[config.mk]
export PLATFORM = sky130hd
export DESIGN_NAME = keypad_scanner
export DESIGN_NICKNAME = d
export VERILOG_FILES = /design/src/rtl/keypad_pkg.sv /design/src/rtl/keypad_scanner_sync2.sv /design/src/rtl/keypad_scanner.sv
export SDC_FILE = /design/constraint.sdc
export NUM_CORES = 1
export LEC_CHECK = 0
export CAP_MARGIN = 10
export CELL_PAD_IN_SITES_DETAIL_PLACEMENT = 1
export CELL_PAD_IN_SITES_GLOBAL_PLACEMENT = 2
export CORE_UTILIZATION = 24
export DETAILED_ROUTE_END_ITERATION = 6
export PLACE_DENSITY = 0.64
export SYNTH_ARGS = -nofsm -noshare
export SYNTH_HDL_FRONTEND = slang
export SYNTH_HIERARCHICAL = 1
export SYNTH_SLANG_ARGS = --single-unit
[constraint.sdc]
create_clock -name clk -period 8.5 [get_ports clk]
set_input_delay 1.7 -clock clk [delete_from_list [all_inputs] [get_ports clk]]
set_output_delay 1.7 -clock clk [all_outputs]
set_load 0.005 [all_outputs]
[src/rtl/keypad_pkg.sv]
// Shared types and defaults for the matrix keypad scanner.
// Imported by the scanner top and its testbench.
package keypad_pkg;

  localparam int DEF_ROWS           = 4;
  localparam int DEF_COLS           = 4;
  localparam int DEF_SCAN_DIV       = 1000;
  localparam int DEF_DEBOUNCE_SCANS = 8;

  typedef enum logic [1:0] {
    IDLE,
    PRESS_CONFIRM,
    HELD,
    RELEASE_CONFIRM
  } kp_state_e;

  typedef enum logic [1:0] {
    NONE,
    SINGLE,
    MULTI
  } frame_class_e;

  function automatic int code_width(input int rows, input int cols);
    return (rows * cols > 1) ? $clog2(rows * cols) : 1;
  endfunction

endpackage

[src/rtl/keypad_scanner_sync2.sv]
// Parameterised-width two-flop synchronizer with asynchronous active-low reset.
// The reset value is a parameter so idle pulled-up inputs can reset to all ones.
module sync2 #(
  parameter int             W       = 1,
  parameter logic [W-1:0]   RST_VAL = '0
) (
  input  logic         clk,
  input  logic         rst_n,
  input  logic [W-1:0] d,
  output logic [W-1:0] q
);

  logic [W-1:0] meta;

  always_ff @(posedge clk or negedge rst_n) begin
    if (!rst_n) begin
      meta <= RST_VAL;
      q    <= RST_VAL;
    end else begin
      meta <= d;
      q    <= meta;
    end
  end

endmodule

[src/rtl/keypad_scanner.sv]
// Matrix keypad scanner: row strobing, frame classification, press/release
// debounce and a one-entry valid/ready event register toward the CPU side.
module keypad_scanner
  import keypad_pkg::*;
#(
  parameter int  ROWS           = DEF_ROWS,
  parameter int  COLS           = DEF_COLS,
  parameter int  SCAN_DIV       = DEF_SCAN_DIV,
  parameter int  DEBOUNCE_SCANS = DEF_DEBOUNCE_SCANS,
  localparam int CODE_W         = code_width(ROWS, COLS)
) (
  input  logic              clk,
  input  logic              rst_n,
  output logic [ROWS-1:0]   row_n,
  input  logic [COLS-1:0]   col_n,
  output logic [CODE_W-1:0] key_code,
  output logic              key_valid,
  input  logic              key_ready,
  output logic              key_down,
  output logic              overrun,
  output kp_state_e         state_dbg
);

  localparam int DIV_W = (SCAN_DIV > 1) ? $clog2(SCAN_DIV) : 1;
  localparam int ROW_W = (ROWS > 1) ? $clog2(ROWS) : 1;
  localparam int CNT_W = $clog2(DEBOUNCE_SCANS + 1);

  logic              run;
  logic [DIV_W-1:0]  div;
  logic [ROW_W-1:0]  row_idx;
  logic              sample;
  logic              last_row;
  logic [COLS-1:0]   col_s;
  logic [ROWS*COLS-1:0] hits;
  logic              eval;

  assign sample   = run && (div == DIV_W'(SCAN_DIV - 1));
  assign last_row = (row_idx == ROW_W'(ROWS - 1));

  // run holds the strobes inactive until the first clock after reset release.
  always_ff @(posedge clk or negedge rst_n) begin
    if (!rst_n) begin
      run     <= 1'b0;
      div     <= '0;
      row_idx <= '0;
    end else begin
      run <= 1'b1;
      if (sample) begin
        div     <= '0;
        row_idx <= last_row ? '0 : row_idx + ROW_W'(1);
      end else if (run) begin
        div <= div + DIV_W'(1);
      end
    end
  end

  always_comb begin
    row_n = '1;
    if (run) row_n[row_idx] = 1'b0;
  end

  sync2 #(.W(COLS), .RST_VAL({COLS{1'b1}})) u_col_sync (
    .clk   (clk),
    .rst_n (rst_n),
    .d     (col_n),
    .q     (col_s)
  );

  always_ff @(posedge clk or negedge rst_n) begin
    if (!rst_n) begin
      hits <= '0;
      eval <= 1'b0;
    end else begin
      if (sample) hits[row_idx*COLS +: COLS] <= ~col_s;
      eval <= sample && last_row;
    end
  end

  // Saturating hit count: only 0, 1 and "2 or more" matter.
  logic [1:0]        n_hits;
  logic [CODE_W-1:0] f_code;
  frame_class_e      fclass;

  always_comb begin
    n_hits = 2'd0;
    f_code = '0;
    for (int i = 0; i < ROWS*COLS; i++) begin
      if (hits[i]) begin
        if (n_hits != 2'd2) n_hits = n_hits + 2'd1;
        f_code = CODE_W'(i);
      end
    end
    fclass = (n_hits == 2'd0) ? NONE : (n_hits == 2'd1) ? SINGLE : MULTI;
  end

  kp_state_e         state, state_nx;
  logic [CODE_W-1:0] cand, cand_nx;
  logic [CNT_W-1:0]  cnt, cnt_nx;
  logic              emit;

  always_ff @(posedge clk or negedge rst_n) begin
    if (!rst_n) begin
      state <= IDLE;
      cand  <= '0;
      cnt   <= '0;
    end else begin
      state <= state_nx;
      cand  <= cand_nx;
      cnt   <= cnt_nx;
    end
  end

  always_comb begin
    state_nx = state;
    cand_nx  = cand;
    cnt_nx   = cnt;
    emit     = 1'b0;
    if (eval) begin
      case (state)
        IDLE: begin
          if (fclass == SINGLE) begin
            cand_nx = f_code;
            if (DEBOUNCE_SCANS == 1) begin
              emit     = 1'b1;
              state_nx = HELD;
              cnt_nx   = '0;
            end else begin
              cnt_nx   = CNT_W'(1);
              state_nx = PRESS_CONFIRM;
            end
          end
        end
        PRESS_CONFIRM: begin
          if (fclass == SINGLE && f_code == cand) begin
            cnt_nx = cnt + CNT_W'(1);
            if (cnt_nx == CNT_W'(DEBOUNCE_SCANS)) begin
              emit     = 1'b1;
              state_nx = HELD;
              cnt_nx   = '0;
            end
          end else if (fclass == SINGLE) begin
            cand_nx = f_code;
            cnt_nx  = CNT_W'(1);
          end else begin
            state_nx = IDLE;
            cnt_nx   = '0;
          end
        end
        HELD: begin
          if (fclass == NONE) begin
            if (DEBOUNCE_SCANS == 1) begin
              state_nx = IDLE;
              cnt_nx   = '0;
            end else begin
              state_nx = RELEASE_CONFIRM;
              cnt_nx   = CNT_W'(1);
            end
          end
        end
        RELEASE_CONFIRM: begin
          if (fclass == NONE) begin
            cnt_nx = cnt + CNT_W'(1);
            if (cnt_nx == CNT_W'(DEBOUNCE_SCANS)) begin
              state_nx = IDLE;
              cnt_nx   = '0;
            end
          end else begin
            state_nx = HELD;
            cnt_nx   = '0;
          end
        end
        default: begin
          state_nx = IDLE;
          cnt_nx   = '0;
        end
      endcase
    end
  end

  // Handshake: an event transfers on a cycle with key_valid & key_ready;
  // key_code is held stable while key_valid is high and not yet accepted.
  logic accept;
  logic load;

  assign accept = key_valid & key_ready;
  assign load   = emit & (~key_valid | key_ready);

  always_ff @(posedge clk or negedge rst_n) begin
    if (!rst_n) begin
      key_code  <= '0;
      key_valid <= 1'b0;
      overrun   <= 1'b0;
    end else begin
      if (load) begin
        key_code  <= cand_nx;
        key_valid <= 1'b1;
      end else if (accept) begin
        key_valid <= 1'b0;
      end
      if (emit && !load) overrun <= 1'b1;
      else if (accept)   overrun <= 1'b0;
    end
  end

  assign key_down  = (state == HELD) || (state == RELEASE_CONFIRM);
  assign state_dbg = state;

endmodule
-- Word-level counts from Yosys, hierarchy flattened
Cells that the tools add are included.
- register bits: 54
- output and inout bits: 13
- word-level logic and storage cells: 167
- add/subtract/negate cells: 19
- magnitude comparators: 2
- eq/ne operators: 29
- shifts and indexed selects: 2
- muxes and demuxes: 81
- bitwise operators: 6
- reduce and logical (&&, ||, !) cells: 15
- operator list (kind ; number):
    4-bit 2-to-1 mux ; 23
    2-bit 2-to-1 mux ; 40
    2-bit != test, second input constant ; 17
    4-bit negation with 34-bit output ; 1
    4-bit by 34-bit variable shift with 16-bit output, first input constant ; 1
    4-bit by 34-bit indexed part select with 16-bit output ; 1
    2-bit by 1-bit adder with 2-bit output, second input constant ; 16
    10-bit 2-to-1 mux ; 2
    16-bit bitwise mux ; 1
    4-bit case mux with 4 select lines ; 1
    1-bit 2-to-1 mux ; 11
    10-bit by 1-bit adder with 10-bit output, second input constant ; 1
    10-bit equality test, second input constant ; 1
    3-bit != test, second input constant ; 3
    4-bit NOT ; 2
    2-bit case mux with 4 select lines ; 1
    4-bit case mux with 2 select lines ; 1
    2-bit by 1-bit equality test with 1-bit output, second input constant ; 3
    2-bit equality test, second input constant ; 3
    2-bit zero test ; 3
    6-bit AND reduction ; 1
    2-bit nonzero test ; 3
    1-bit logical AND ; 5
    4-bit by 1-bit adder with 4-bit output, second input constant ; 1
    11 further kinds ; 12

-- Depth between registers and ports, before layout
Gate-level depths: netlist of run 1.
- depth in word-level cells: 58
- mapped depth: 29
- mapped depth without buffers: 27

-- By module
The synthesis of run 1 kept the hierarchy.
- modules (own cells, without submodules) (module ; times used ; cells an instance ; area an instance (sq um)):
    keypad_scanner ; 1 ; 518 ; 4231.6
    sync2 ; 1 ; 8 ; 210.2

-- Worst setup path after synthesis of run 1
OpenSTA, ideal clock, no wires.
- path kind: reg2reg
- start: register hits[0]
- end: register cnt[3]
- library setup time: 0.110 ns
- arrival time: 6.536 ns
- setup slack: 1.854 ns
- cell stages (with the launch flop): 25
- buffers on the path: 0
- path through: dfrtp_1 > inv_1 > ha_1 > or4b_4 > o211a_1 > a32o_2 > a2111oi_4 > mux2_4 > nand3_4 > nor3_2 > o311a_4 > or3_1 > o221a_1 > or2_4 > mux2i_1 > nand3_1 > o32ai_1 > inv_1 > ha_1 > a21oi_1 > ha_1 > or3_1 > o311a_1 > or3_1 > o41ai_1
- longest elaborated chain between the ends: 53
- ends and longest elaborated chain (what ; RTL line ; text):
    start, declared ; keypad_scanner.sv:34 ; logic [ROWS*COLS-1:0] hits;
    start signal, assigned by index ; keypad_scanner.sv:74 ; if (sample) hits[row_idx*COLS +: COLS] <= ~col_s;
    1-bit 2-to-1 mux (*) ; keypad_scanner.sv:88 ; if (hits[i]) begin
    2-bit by 1-bit adder with 2-bit output / 2-bit != test (equally long branches) ; keypad_scanner.sv:89 ; if (n_hits != 2'd2) n_hits = n_hits + 2'd1;
    2-bit 2-to-1 mux ; keypad_scanner.sv:89 ;
    2-bit 2-to-1 mux (*) ; keypad_scanner.sv:88 ;
    2-bit by 1-bit adder with 2-bit output / 2-bit != test (equally long branches) ; keypad_scanner.sv:89 ;
    2-bit 2-to-1 mux ; keypad_scanner.sv:89 ;
    2-bit 2-to-1 mux (*) ; keypad_scanner.sv:88 ;
    2-bit by 1-bit adder with 2-bit output / 2-bit != test (equally long branches) ; keypad_scanner.sv:89 ;
    (+37 left out) ; n/a ;
    2-bit 2-to-1 mux (*) ; keypad_scanner.sv:88 ;
    2-bit by 1-bit equality test with 1-bit output ; keypad_scanner.sv:93 ; fclass = (n_hits == 2'd0) ? NONE : (n_hits == 2'd1) ? SINGLE : MULTI;
    2-bit 2-to-1 mux ; keypad_scanner.sv:93 ;
    2-bit 2-to-1 mux (*) ; keypad_scanner.sv:93 ;
    2-bit by 1-bit equality test with 1-bit output ; keypad_scanner.sv:121, keypad_scanner.sv:134 ;
    1-bit logical AND ; keypad_scanner.sv:134 ; if (fclass == SINGLE && f_code == cand) begin
    4-bit 2-to-1 mux ; keypad_scanner.sv:134 ;
    4-bit case mux with 4 select lines ; keypad_scanner.sv:119 ; case (state)
    end signal, assigned ; keypad_scanner.sv:109 ; cnt <= cnt_nx;
    end, declared ; keypad_scanner.sv:98 ; logic [CNT_W-1:0] cnt, cnt_nx;
Every way passes the cells marked *; elsewhere a longest branch is shown, timed or not.
A chain may end at the register's enable or synchronous reset.

-- Final worst setup path of run 1
- start: register hits[0]
- end: register key_code[1]
- longest elaborated chain between the ends: 55
- ends and longest elaborated chain (what ; RTL line ; text):
    1-bit 2-to-1 mux (*) ; keypad_scanner.sv:88 ;
    2-bit by 1-bit adder with 2-bit output / 2-bit != test (equally long branches) ; keypad_scanner.sv:89 ;
    2-bit 2-to-1 mux ; keypad_scanner.sv:89 ;
    2-bit 2-to-1 mux (*) ; keypad_scanner.sv:88 ;
    2-bit by 1-bit adder with 2-bit output / 2-bit != test (equally long branches) ; keypad_scanner.sv:89 ;
    2-bit 2-to-1 mux ; keypad_scanner.sv:89 ;
    2-bit 2-to-1 mux (*) ; keypad_scanner.sv:88 ;
    2-bit by 1-bit adder with 2-bit output / 2-bit != test (equally long branches) ; keypad_scanner.sv:89 ;
    (+39 left out) ; n/a ;
    2-bit 2-to-1 mux ; keypad_scanner.sv:93 ;
    2-bit 2-to-1 mux (*) ; keypad_scanner.sv:93 ;
    2-bit by 1-bit equality test with 1-bit output (*) ; keypad_scanner.sv:121, keypad_scanner.sv:134, keypad_scanner.sv:141 ;
    1-bit logical AND ; keypad_scanner.sv:134 ;
    1-bit 2-to-1 mux ; keypad_scanner.sv:134 ;
    1-bit 2-to-1 mux ; keypad_scanner.sv:119 ;
    1-bit 2-to-1 mux ; keypad_scanner.sv:118 ; if (eval) begin
    1-bit bitwise AND ; keypad_scanner.sv:186 ; assign load = emit & (~key_valid | key_ready);
    end signal, assigned ; keypad_scanner.sv:195 ; key_code <= cand_nx;
    end, declared ; keypad_scanner.sv:16 ; output logic [CODE_W-1:0] key_code,
Marks and branches as above.

==> impl_metrics.tcl, run 1 <==
set metrics [dict create \
    holdBufCountCts 0 \
    grt_pass1_wl_um 21340 \
    p_per_area_nw_per_um2 115.8 \
    yosysTopAreaCell "dfrtp_1" \
    detailed_place_hpwl_um 9414 \
    synth_compound_area_share_pct 30.70 \
    synth_top_family_by_area "compound AO/OA/AOI/OAI gates" \
    max_freq_ghz 0.1317 \
    critical_path_buf_inv_count 2 \
    relSlewSlack_pct 30.19 \
    antenna_found_initial 0 \
    synth_mux_area_share_pct 2.986 \
    start_kind "register" \
    synth_area_per_cell_sq_um 8.444 \
    critPathKind "register to register" \
    cpMaxStageDelayCell "o32ai_1" \
    layout.nets 553 \
    synth_ff_type "dfrtp_1" \
    grt_usage_pct 13.28 \
    syn-num-nets 548 \
    final.period_utilization_pct 89.30 \
    crit_path_start "hits[0]" \
    insertion_delay_ns 0.30 \
    num_antenna_cells 0 \
    ant_nets 0 \
    io_pins 20 \
    core-area_sq_um 18020 \
    yosysTopAreaCellShare_pct 25.92 \
    tightest_slew_ns 1.036 \
    clk_pin_slew_ns 0.08 \
    synthesis.area_sq_um 4442 \
    placed_area_sq_um 4832 \
    design_area_sq_um 5006 \
    htreeDepth 2 \
    drt-initial-drc-count 197 \
    rows 49 \
    r2r_start "hits[0]" \
    wl_per_cell_um 16.38 \
    static-leakage-power_uw 0.001964 \
    yosys.area_share.xor_xnor_pct 2.535 \
    die_h_um 138.0 \
    rsz0062_at_grt "false" \
    clock-sinks 54 \
    start_util_pct 24.64 \
    grt_start_max_net_pins 55 \
    io_buffers 19 \
    path_delay_family "compound AO/OA/AOI/OAI gates" \
    die_w_um 138.0 \
    hold_class "register to register" \
    first_pass_iters 4 \
    ys_top_cells_by_count "nand2_1, dfrtp_1, nor2_1, inv_1, a21oi_1" \
    cts_root_buf "clkbuf_16" \
    path_max_fanout 12 \
    setup-violations-final 0 \
    gr-total-overflow 0 \
    synth_cell_types 93 \
    post-cts-setup-buffer-count 0 \
    yosysMostFrequentCell "nand2_1" \
    cpMostUsedCell "ha_1" \
    synth.yosys.warnings 6 \
    gp_congestion 0.7960 \
    setup.worst_path.end_class "register" \
    cts-buffers-inserted 5 \
    tns_ns 0 \
    required_ns 8.68 \
    cts_tree "built" \
    cts_buffer_depth 2 \
    final_layout_size_suffix_gt1_share_pct 11.47 \
    total_power_uw 579.8 \
    slew_viol_final 0 \
    ir_worst_vdd_mv 0.1300 \
    drc_errors 0 \
    ys_seq_area_share_pct 30.65 \
    synth_fa_ha_area_share_pct 4.225 \
    skew_ns 0.008893 \
    drt_wl_total_um 12460 \
    hp-start "u_col_sync/meta[3]" \
    finalHoldViolCount 0 \
    synth-simple-area-share_pct 23.86 \
    area_delta_synth_final_pct 12.70 \
    dieArea_sq_um 19060 \
    critPathArrivalTime_ns 7.77 \
    finish.utilization_pct 27.77 \
    cts_resized 0 \
    slowest_delay_ns 0.66 \
    vias_per_cell 5.294 \
    dr_total_vias 4029 \
    first_global_vias 4164 \
    synthTopCellsByArea "dfrtp_1, nand2_1, dfstp_2, ha_1, nor2_1" \
    ys_ff_latch 54 \
    synth_edf_count 0 \
    drv_cap 0 \
    async_flop_share_pct 100.0 \
    run_status "finished clean" \
    period_needed_ns 7.591 \
    syn_inst 526 \
]
-- metal layers --
layer | wire length (um) | vias up | track usage [%]
met5 | 0 | - | 0
met4 | 126 | 0 | 3.008
met3 | 133 | 7 | 1.282
met2 | 6115 | 32 | 23.37
met1 | 6088 | 1996 | 17.46
li1 | - | 1994 | -
-- cells by family after synthesis --
kind of cell | after synthesis
AO/OA/AOI/OAI | 174
other | 1
multiplexers | 12
buffers and inverters | 56
AND/OR/NAND/NOR | 202
flip-flops | 54
XOR/XNOR | 12
adder cells (fa/ha/maj) | 15
-- per-stage QoR --
step	setup WS [ns]	instances	hold slack, ns
2_1_floorplan	1.854	526	0.3452
3_5_place_dp	0.8856	753	0.3481
5_1_grt	0.2582	761	0.3612
6_report	0.9093	761	0.3503
4_1_cts	0.8819	761	0.3552
3_3_place_gp	1.135	753	0.3464
-- layout by cell type (no fill, tap or decap), drive strengths merged, types with 4 or more instances in the layout --
master          n
a31oi           9
dfrtp          46
a211oi         11
o22ai           5
a21o            4
clkbuf          5
mux2i           5
o211ai          6
or2             7
nor4            8
nand3          15
o21ai          24
inv            31
o41ai           5
nand2          63
a221o           4
o31ai          20
and3            5
clkdlybuf4s50  18
a21oi          26
and2            6
o2111ai         4
xnor2          10
nand4           9
dfstp           8
or4             4
nor3           15
or3             9
a211o           7
mux2            7
a2111oi         4
nor2           45
ha             15
o21a            5
-- power by group --
group	total [uW]	internal, uW	switching (uW)
logic	42.6	20.3	22.3
clock network	242	141	101
registers	295	276	19.1
-- cell type report --
type | instances | area, sq um
Clock buffer | 5 | 125.1
Clock inverter | 3 | 48.80
Fill cell | 2154 | 13020
Inverter | 33 | 123.9
Multi-Input combinational cell | 416 | 2860
Sequential cell | 54 | 1361
Tap cell | 229 | 286.5
Timing Repair Buffer | 21 | 200.2
-- path summary, 6_finish.rpt --
check / end / slack (ns) / cells after the start
worst max-delay path: key_code[1] / 0.91 / 25
min in group asynchronous: cnt[2] / 1.50 / 2
worst min register to register: u_col_sync/q[3] / 0.35 / 0
max in group asynchronous: hits[14] / 6.48 / 2
worst min-delay path: u_col_sync/q[3] / 0.35 / 0
worst max register to register: key_code[1] / 0.91 / 25
-- state kept, by name (all words and copies together) (netlist names) --
| name | flops |
|---|---|
| cand | 4 |
| cnt | 4 |
| div | 10 |
| eval | 1 |
| hits | 16 |
| key_code | 4 |
| key_valid | 1 |
| overrun | 1 |
| row_idx | 2 |
| run | 1 |
| state_dbg | 2 |
| u_col_sync/meta | 4 |
| u_col_sync/q | 4 |
Note: power is estimated with default switching activity, not from simulation.
==> inputs of run 2 (changes only) <==
- ABC_AREA: default -> 1
- CORE_MARGIN: default -> 1.5
- MAX_ROUTING_LAYER: default -> met4
- PLACE_DENSITY: 0.64 -> 0.68
==> run 2 against run 1 <==
  * First-iteration DRC count down 55%
  * Clock skew shrank 0.00093 ns
  * Setup slack improved by 2.0 ns
  * Power decreased by 3.8%
  * Largest cell class unchanged
  * Sequential power fell by 4%
  * Synthesized area down 5.4%
  * Die area is 3.9% lower
  * Critical path depth grew 21
  * Clock power is 4% lower
  * Utilization is 0.092 points lower
  * Synthesized cell count rose by 16%
  * Combinational power decreased by 3%
==> impl_metrics.tcl, run 2 <==
set metrics [dict create \
    run_status "finished clean" \
    hold_class "register to register" \
    htreeDepth 2 \
    rsz0062_at_grt "false" \
    detailed_place_hpwl_um 8258 \
    slowest_delay_ns 0.39 \
    ys_ff_latch 54 \
    async_flop_share_pct 100.0 \
    largest_registers "hits (16), div (10)" \
    drv_cap 0 \
    cts_resized 0 \
    drt_wl_total_um 10200 \
    period_needed_ns 5.601 \
    skew_ns 0.007961 \
    first_pass_iters 4 \
    post-cts-setup-buffer-count 0 \
    setup_ws_ns 2.899 \
    max_freq_ghz 0.1785 \
    largest_register_ffs 16 \
    yosysTopAreaCellShare_pct 27.40 \
    finish.utilization_pct 27.68 \
    path_max_fanout 8 \
    p_int_uw 427.7 \
    tightest_slew_ns 0.7184 \
    synth_cell_types 42 \
    cpMaxStageDelayCell "dfrtp_1" \
    wl_per_cell_um 12.00 \
    pre_cts_slack_ns 2.859 \
    start_util_pct 24.46 \
    synth_ff_type "dfrtp_1" \
    grtUsageMet1_pct 15.64 \
    core-area_sq_um 17180 \
    pwr-share-seq_pct 50.9 \
    finalHoldViolCount 0 \
    drt-initial-drc-count 88 \
    io_pins 20 \
    setup-violations-final 0 \
    final.period_utilization_pct 65.89 \
    synth_edf_count 0 \
    required_ns 8.67 \
    drc_errors 0 \
    io_buffers 19 \
    comb_power_share_pct 7.4 \
    critPathArrivalTime_ns 5.78 \
    ys_top_cells_by_count "nand2_1, nand3_1, inv_1, dfrtp_1, nand2_2" \
    die_h_um 135.3 \
    synthesis.area_sq_um 4202 \
    netSwitchingFraction_pct 23.33 \
    cts_root_buf "clkbuf_16" \
    cpMostUsedCell "nand2_1" \
    layout_common_cells "nand2_1, nand3_1, inv_1" \
    synth.yosys.warnings 6 \
    yosysTopAreaCell "dfrtp_1" \
    design_area_sq_um 4755 \
    ir_worst_vdd_mv 0.07945 \
    dr_total_vias 3785 \
    num_antenna_cells 0 \
    rows 48 \
    grt_pass1_wl_um 17950 \
    placed_area_sq_um 4588 \
    setup.worst_path.end_class "register" \
    slew_viol_final 0 \
    synth_area_per_cell_sq_um 6.910 \
    yosysMostFrequentCell "nand2_1" \
    p_per_area_nw_per_um2 117.3 \
    ant_nets 0 \
    relSlewSlack_pct 52.10 \
    p_switching_uw 130.1 \
    vias_per_cell 4.453 \
    area_delta_synth_final_pct 13.16 \
    final_layout_size_suffix_gt1_share_pct 16.16 \
    gr-total-overflow 0 \
    holdBufCountCts 0 \
    grt_use_met2_pct 20.52 \
    clk_pin_slew_ns 0.07 \
    layout_commonest_cell "nand2_1" \
    synthTopCellsByArea "dfrtp_1, nand2_1, nand3_1, nand2_2, inv_1" \
    die_w_um 135.3 \
    first_global_vias 3923 \
    regMostFlops "hits" \
    static-leakage-power_uw 0.002244 \
    hold_slack_ns 0.3566 \
    clock-sinks 54 \
    start_kind "register" \
    grt_usage_pct 12.17 \
    cts_buffer_depth 2 \
    critPathKind "register to register" \
    insertion_delay_ns 0.30 \
    ys_seq_area_share_pct 32.40 \
    use_met3_pct 1.122 \
    cts_tree "built" \
    grt_start_max_net_pins 55 \
    cts-buffers-inserted 5 \
    antenna_found_initial 0 \
    layout.nets 646 \
    power.share.clock_pct 41.7 \
    busiest_layer "met2" \
    dieArea_sq_um 18310 \
    nFillCells 2189 \
    gp_congestion 0.7898 \
    syn-num-nets 630 \
    tns_ns 0 \
    syn_inst 608 \
]
-- run 2: cell count changes after synthesis, moves of 12 or more --
| cell | change |
|---|---|
| inv_1 | +28 |
| nand2_1 | +137 |
| nand3_2 | +13 |
| clkbuf_1 | -13 |
| a21oi_1 | -12 |
| nand2_2 | +37 |
| nand3_1 | +48 |
| o21ai_0 | +13 |
| o31ai_1 | -19 |
-- run 2: stage by stage --
stage	total power [uW]	std cells
after floorplan	312.8	608
after global placement	329.5	842
after detailed placement	331.5	842
after CTS	567.1	850
after global routing	583.2	850
final	557.8	850
-- run 2: worst max-delay path, delay by kind of cell, from the launching register on --
family,cells,cell delay [ns]
and+or+nand+nor,39,3.76
adders and majority gates,3,0.82
DFF,1,0.39
buffers and inverters,2,0.18
AOI/OAI and AO/OA,1,0.15
xor gates and xnor gates,1,0.13
-- run 2: layer usage --
layer	part of all wire [%]	vias to the layer above
met3	0.97	8
li1	-	1983
met1	51	1776
met4	1.1	0
met5	0	-
met2	47	18
-- run 2: power groups by stage --
stage,clock (uW),sequential (uW),combinational [uW]
after CTS,240,284,43.1
final,233,284,41.5
after global placement,0,289,41.0
after floorplan,0,285,27.3
after global routing,249,286,48.4
after detailed placement,0,288,43.0
-- run 2: cell families (layout without fill, tap and decap cells) --
logic type      count (synthesis)  in the layout  synth area share, %
simple gates                  387            387                43.95
buf+inv                        79             96                8.279
compound gates                 65             65                9.172
flops                          54             54                32.40
fa+ha+maj                      15             15                4.467
xor+xnor                        7              7                1.638
other cells                     1              1              0.08925
-- run 2: final timing paths --
path / slack [ns] / cells after the start / startpoint / end
worst max-delay path: 2.90 / 46 / hits[1] / state_dbg[0]
worst min-delay path: 0.36 / 0 / u_col_sync/meta[3] / u_col_sync/q[3]
worst max register to register: 2.90 / 46 / hits[1] / state_dbg[0]
worst min register to register: 0.36 / 0 / u_col_sync/meta[3] / u_col_sync/q[3]
max in group asynchronous: 6.48 / 2 / rst_n / cand[1]
min in group asynchronous: 1.51 / 2 / rst_n / state_dbg[0]
-- run 2: area by class of cell --
| type | count | area [sq um] | share of cell area, % |
|---|---|---|---|
| sequential | 54 | 1361 | 28.63 |
| timing repair buffer | 20 | 192.7 | 4.053 |
| tap | 225 | 281.5 | 5.921 |
| clock inverter | 2 | 37.54 | 0.7895 |
| multi-input combinational | 475 | 2492 | 52.42 |
| inverter | 68 | 260.3 | 5.474 |
| clock buffer | 6 | 128.9 | 2.711 |
==> inputs of run 3 (changes only) <==
- PLACE_DENSITY: 0.68 -> 0.7
- clock period: 8.5 -> 5 ns (I/O delays scaled with it)
==> run 3 against run 2 <==
  * The run now ends with setup timing left
  * Maximum frequency rose by 4.1%
  * Global-route usage up 1.4 points
  * First-iteration DRC count increased by 51%
  * Non-clock buffer count up 61
  * Die area unchanged
  * Flip-flop and latch count did not move
  * Wire length rose by 16%
  * Clock skew decreased by 0.0016 ns
  * Register-to-register slack worse by 3.3 ns
  * Power grew 65%
  * Clock-buffer cell count decreased by 1
  * Critical endpoint is now key_code[0]
  * Largest cell class unchanged
  * Highest routed layer unchanged
==> impl_metrics.tcl, run 3 (same netlist as run 2, synthesis figures left out) <==
set metrics [dict create \
    run_status "finished with violations" \
    violations "setup timing" \
    die_w_um 135.3 \
    cts_buffer_depth 2 \
    power.share.clock_pct 40.1 \
    slowest_delay_ns 0.40 \
    start_util_pct 24.46 \
    hold_depth 0 \
    vias_per_cell 4.494 \
    wl_met2_um 6021 \
    grt_pass1_wl_um 20060 \
    grt_usage_pct 13.55 \
    total_power_uw 921.5 \
    wl_per_cell_um 12.95 \
    antenna_found_initial 0 \
    setup.worst_path.end_class "register" \
    cts_root_buf "clkbuf_16" \
    io_buffers 19 \
    rows 48 \
    layout_common_cells "nand2_1, nand2_2, buf_4" \
    drv_cap 0 \
    largest_register_ffs 16 \
    p_int_uw 681.3 \
    critPathArrivalTime_ns 5.62 \
    max_freq_ghz 0.1859 \
    ant_nets 0 \
    tightest_slew_ns 0.7248 \
    design_area_sq_um 5983 \
    hp-start "u_col_sync/meta[2]" \
    r2r_cells 47 \
    pwr-share-seq_pct 52.2 \
    drt-initial-drc-count 133 \
    layout_commonest_cell "nand2_1" \
    ir_worst_vdd_mv 0.2368 \
    largest_registers "hits (16), div (10)" \
    rsz0062_at_grt "true" \
    reg2reg_slack_ns -0.38 \
    gp_congestion 0.7844 \
    setup_ws_ns -0.3780 \
    dr_total_vias 4094 \
    clock-sinks 54 \
    finish.utilization_pct 34.83 \
    comb_power_share_pct 7.7 \
    relSlewSlack_pct 51.68 \
    setup-violations-final 16 \
    period_needed_ns 5.378 \
    regMostFlops "hits" \
    drt_wl_total_um 11800 \
    path_max_fanout 5 \
    cpMostUsedCell "nand2_4" \
    io_pins 20 \
    cpMaxStageDelayCell "dfrtp_1" \
    placed_area_sq_um 4828 \
    static-leakage-power_uw 0.002793 \
    skew_ns 0.006316 \
    first_global_vias 4254 \
    gr-total-overflow 0 \
    htreeDepth 2 \
    num_antenna_cells 0 \
    die_h_um 135.3 \
    area_delta_synth_final_pct 42.41 \
    dieArea_sq_um 18310 \
    slew_viol_final 0 \
    required_ns 5.24 \
    final_layout_size_suffix_gt1_share_pct 39.65 \
    met3WireLength_um 137 \
    r2r_start "hits[0]" \
    core-area_sq_um 17180 \
    cts_tree "built" \
    layout.nets 707 \
    hold_class "register to register" \
    first_pass_iters 4 \
    critPathKind "register to register" \
    top_layer_used "met4" \
    detailed_place_hpwl_um 8471 \
    holdBufCountCts 0 \
    r2r_end "key_code[0]" \
    drc_errors 0 \
    clk_pin_slew_ns 0.08 \
    finalHoldViolCount 0 \
    cts-buffers-inserted 5 \
    netSwitchingFraction_pct 26.07 \
    insertion_delay_ns 0.30 \
    wl_met1_um 5534 \
    p_per_area_nw_per_um2 154.0 \
    grt_start_max_net_pins 55 \
    final.period_utilization_pct 107.6 \
    p_switching_uw 240.3 \
    start_kind "register" \
    min_to "u_col_sync/q[2]" \
]
-- run 3: power by group through the flow --
stage                     registers, uW  clock network (uW)  logic (uW)
after floorplan                     485                   0        46.4
after detailed placement            490                   0        72.5
after CTS                           482                 381        73.5
after global placement              490                   0        68.9
after global routing                485                 397        82.4
final                               481                 370        70.8
-- run 3: worst max path at each step --
| stage | from | end | slack, ns | cells past startpoint |
|---|---|---|---|---|
| global route | hits[0] | key_code[3] | -0.74 | 47 |
| finish | hits[0] | key_code[0] | -0.38 | 47 |
| detailed placement | hits[0] | key_code[3] | -0.69 | 47 |
| global placement | hits[0] | key_code[0] | -0.49 | 47 |
| floorplan | hits[0] | state_dbg[0] | 0.08 | 46 |
| CTS | hits[1] | key_code[2] | -0.29 | 47 |
-- run 3: layout make-up --
| class | count | area [sq um] |
|---|---|---|
| inverters | 68 | 270.3 |
| fillers | 2124 | 11190 |
| flip-flops and latches | 54 | 1363 |
| clock buffers | 5 | 125.1 |
| multi-input cells | 475 | 3213 |
| well taps | 225 | 281.5 |
| repair buffers | 81 | 701.9 |
| clock inverters | 3 | 28.78 |
-- run 3: metrics by stage --
| stage | setup slack [ns] | TNS, ns | hold slack, ns | cells |
|---|---|---|---|---|
| 3_5_place_dp | -0.6948 | -9.017 | 0.3496 | 874 |
| 5_1_grt | -0.7417 | -10.55 | 0.3604 | 911 |
| 2_1_floorplan | 0.08486 | 0 | 0.3452 | 608 |
| 6_report | -0.3780 | -5.062 | 0.3560 | 911 |
| 3_3_place_gp | -0.4871 | -5.936 | 0.3499 | 874 |
| 4_1_cts | -0.2940 | -3.284 | 0.3582 | 902 |
-- run 3: worst max-delay path: cells and delay by family (launching register included) --
family          cells  cell delay [ns]
fa+ha+maj           3             0.64
flops               1             0.40
buf+inv             7             0.67
compound gates      2             0.29
simple gates       35             3.28
-- run 3: per-layer routing --
metal,global-route usage (%),vias to the layer above
met1,16.95,1962
met2,23.53,20
li1,-,2105
met3,1.684,7
met4,2.688,0
met5,-,-
-- run 3: timing repair --
action | in CTS | in global routing
gates resized for setup | 101 | 85
cloned | 0 | 0
setup buffers | 20 | 9
endpoints found under the setup margin | 16 | 16
pin swaps | 61 | 81
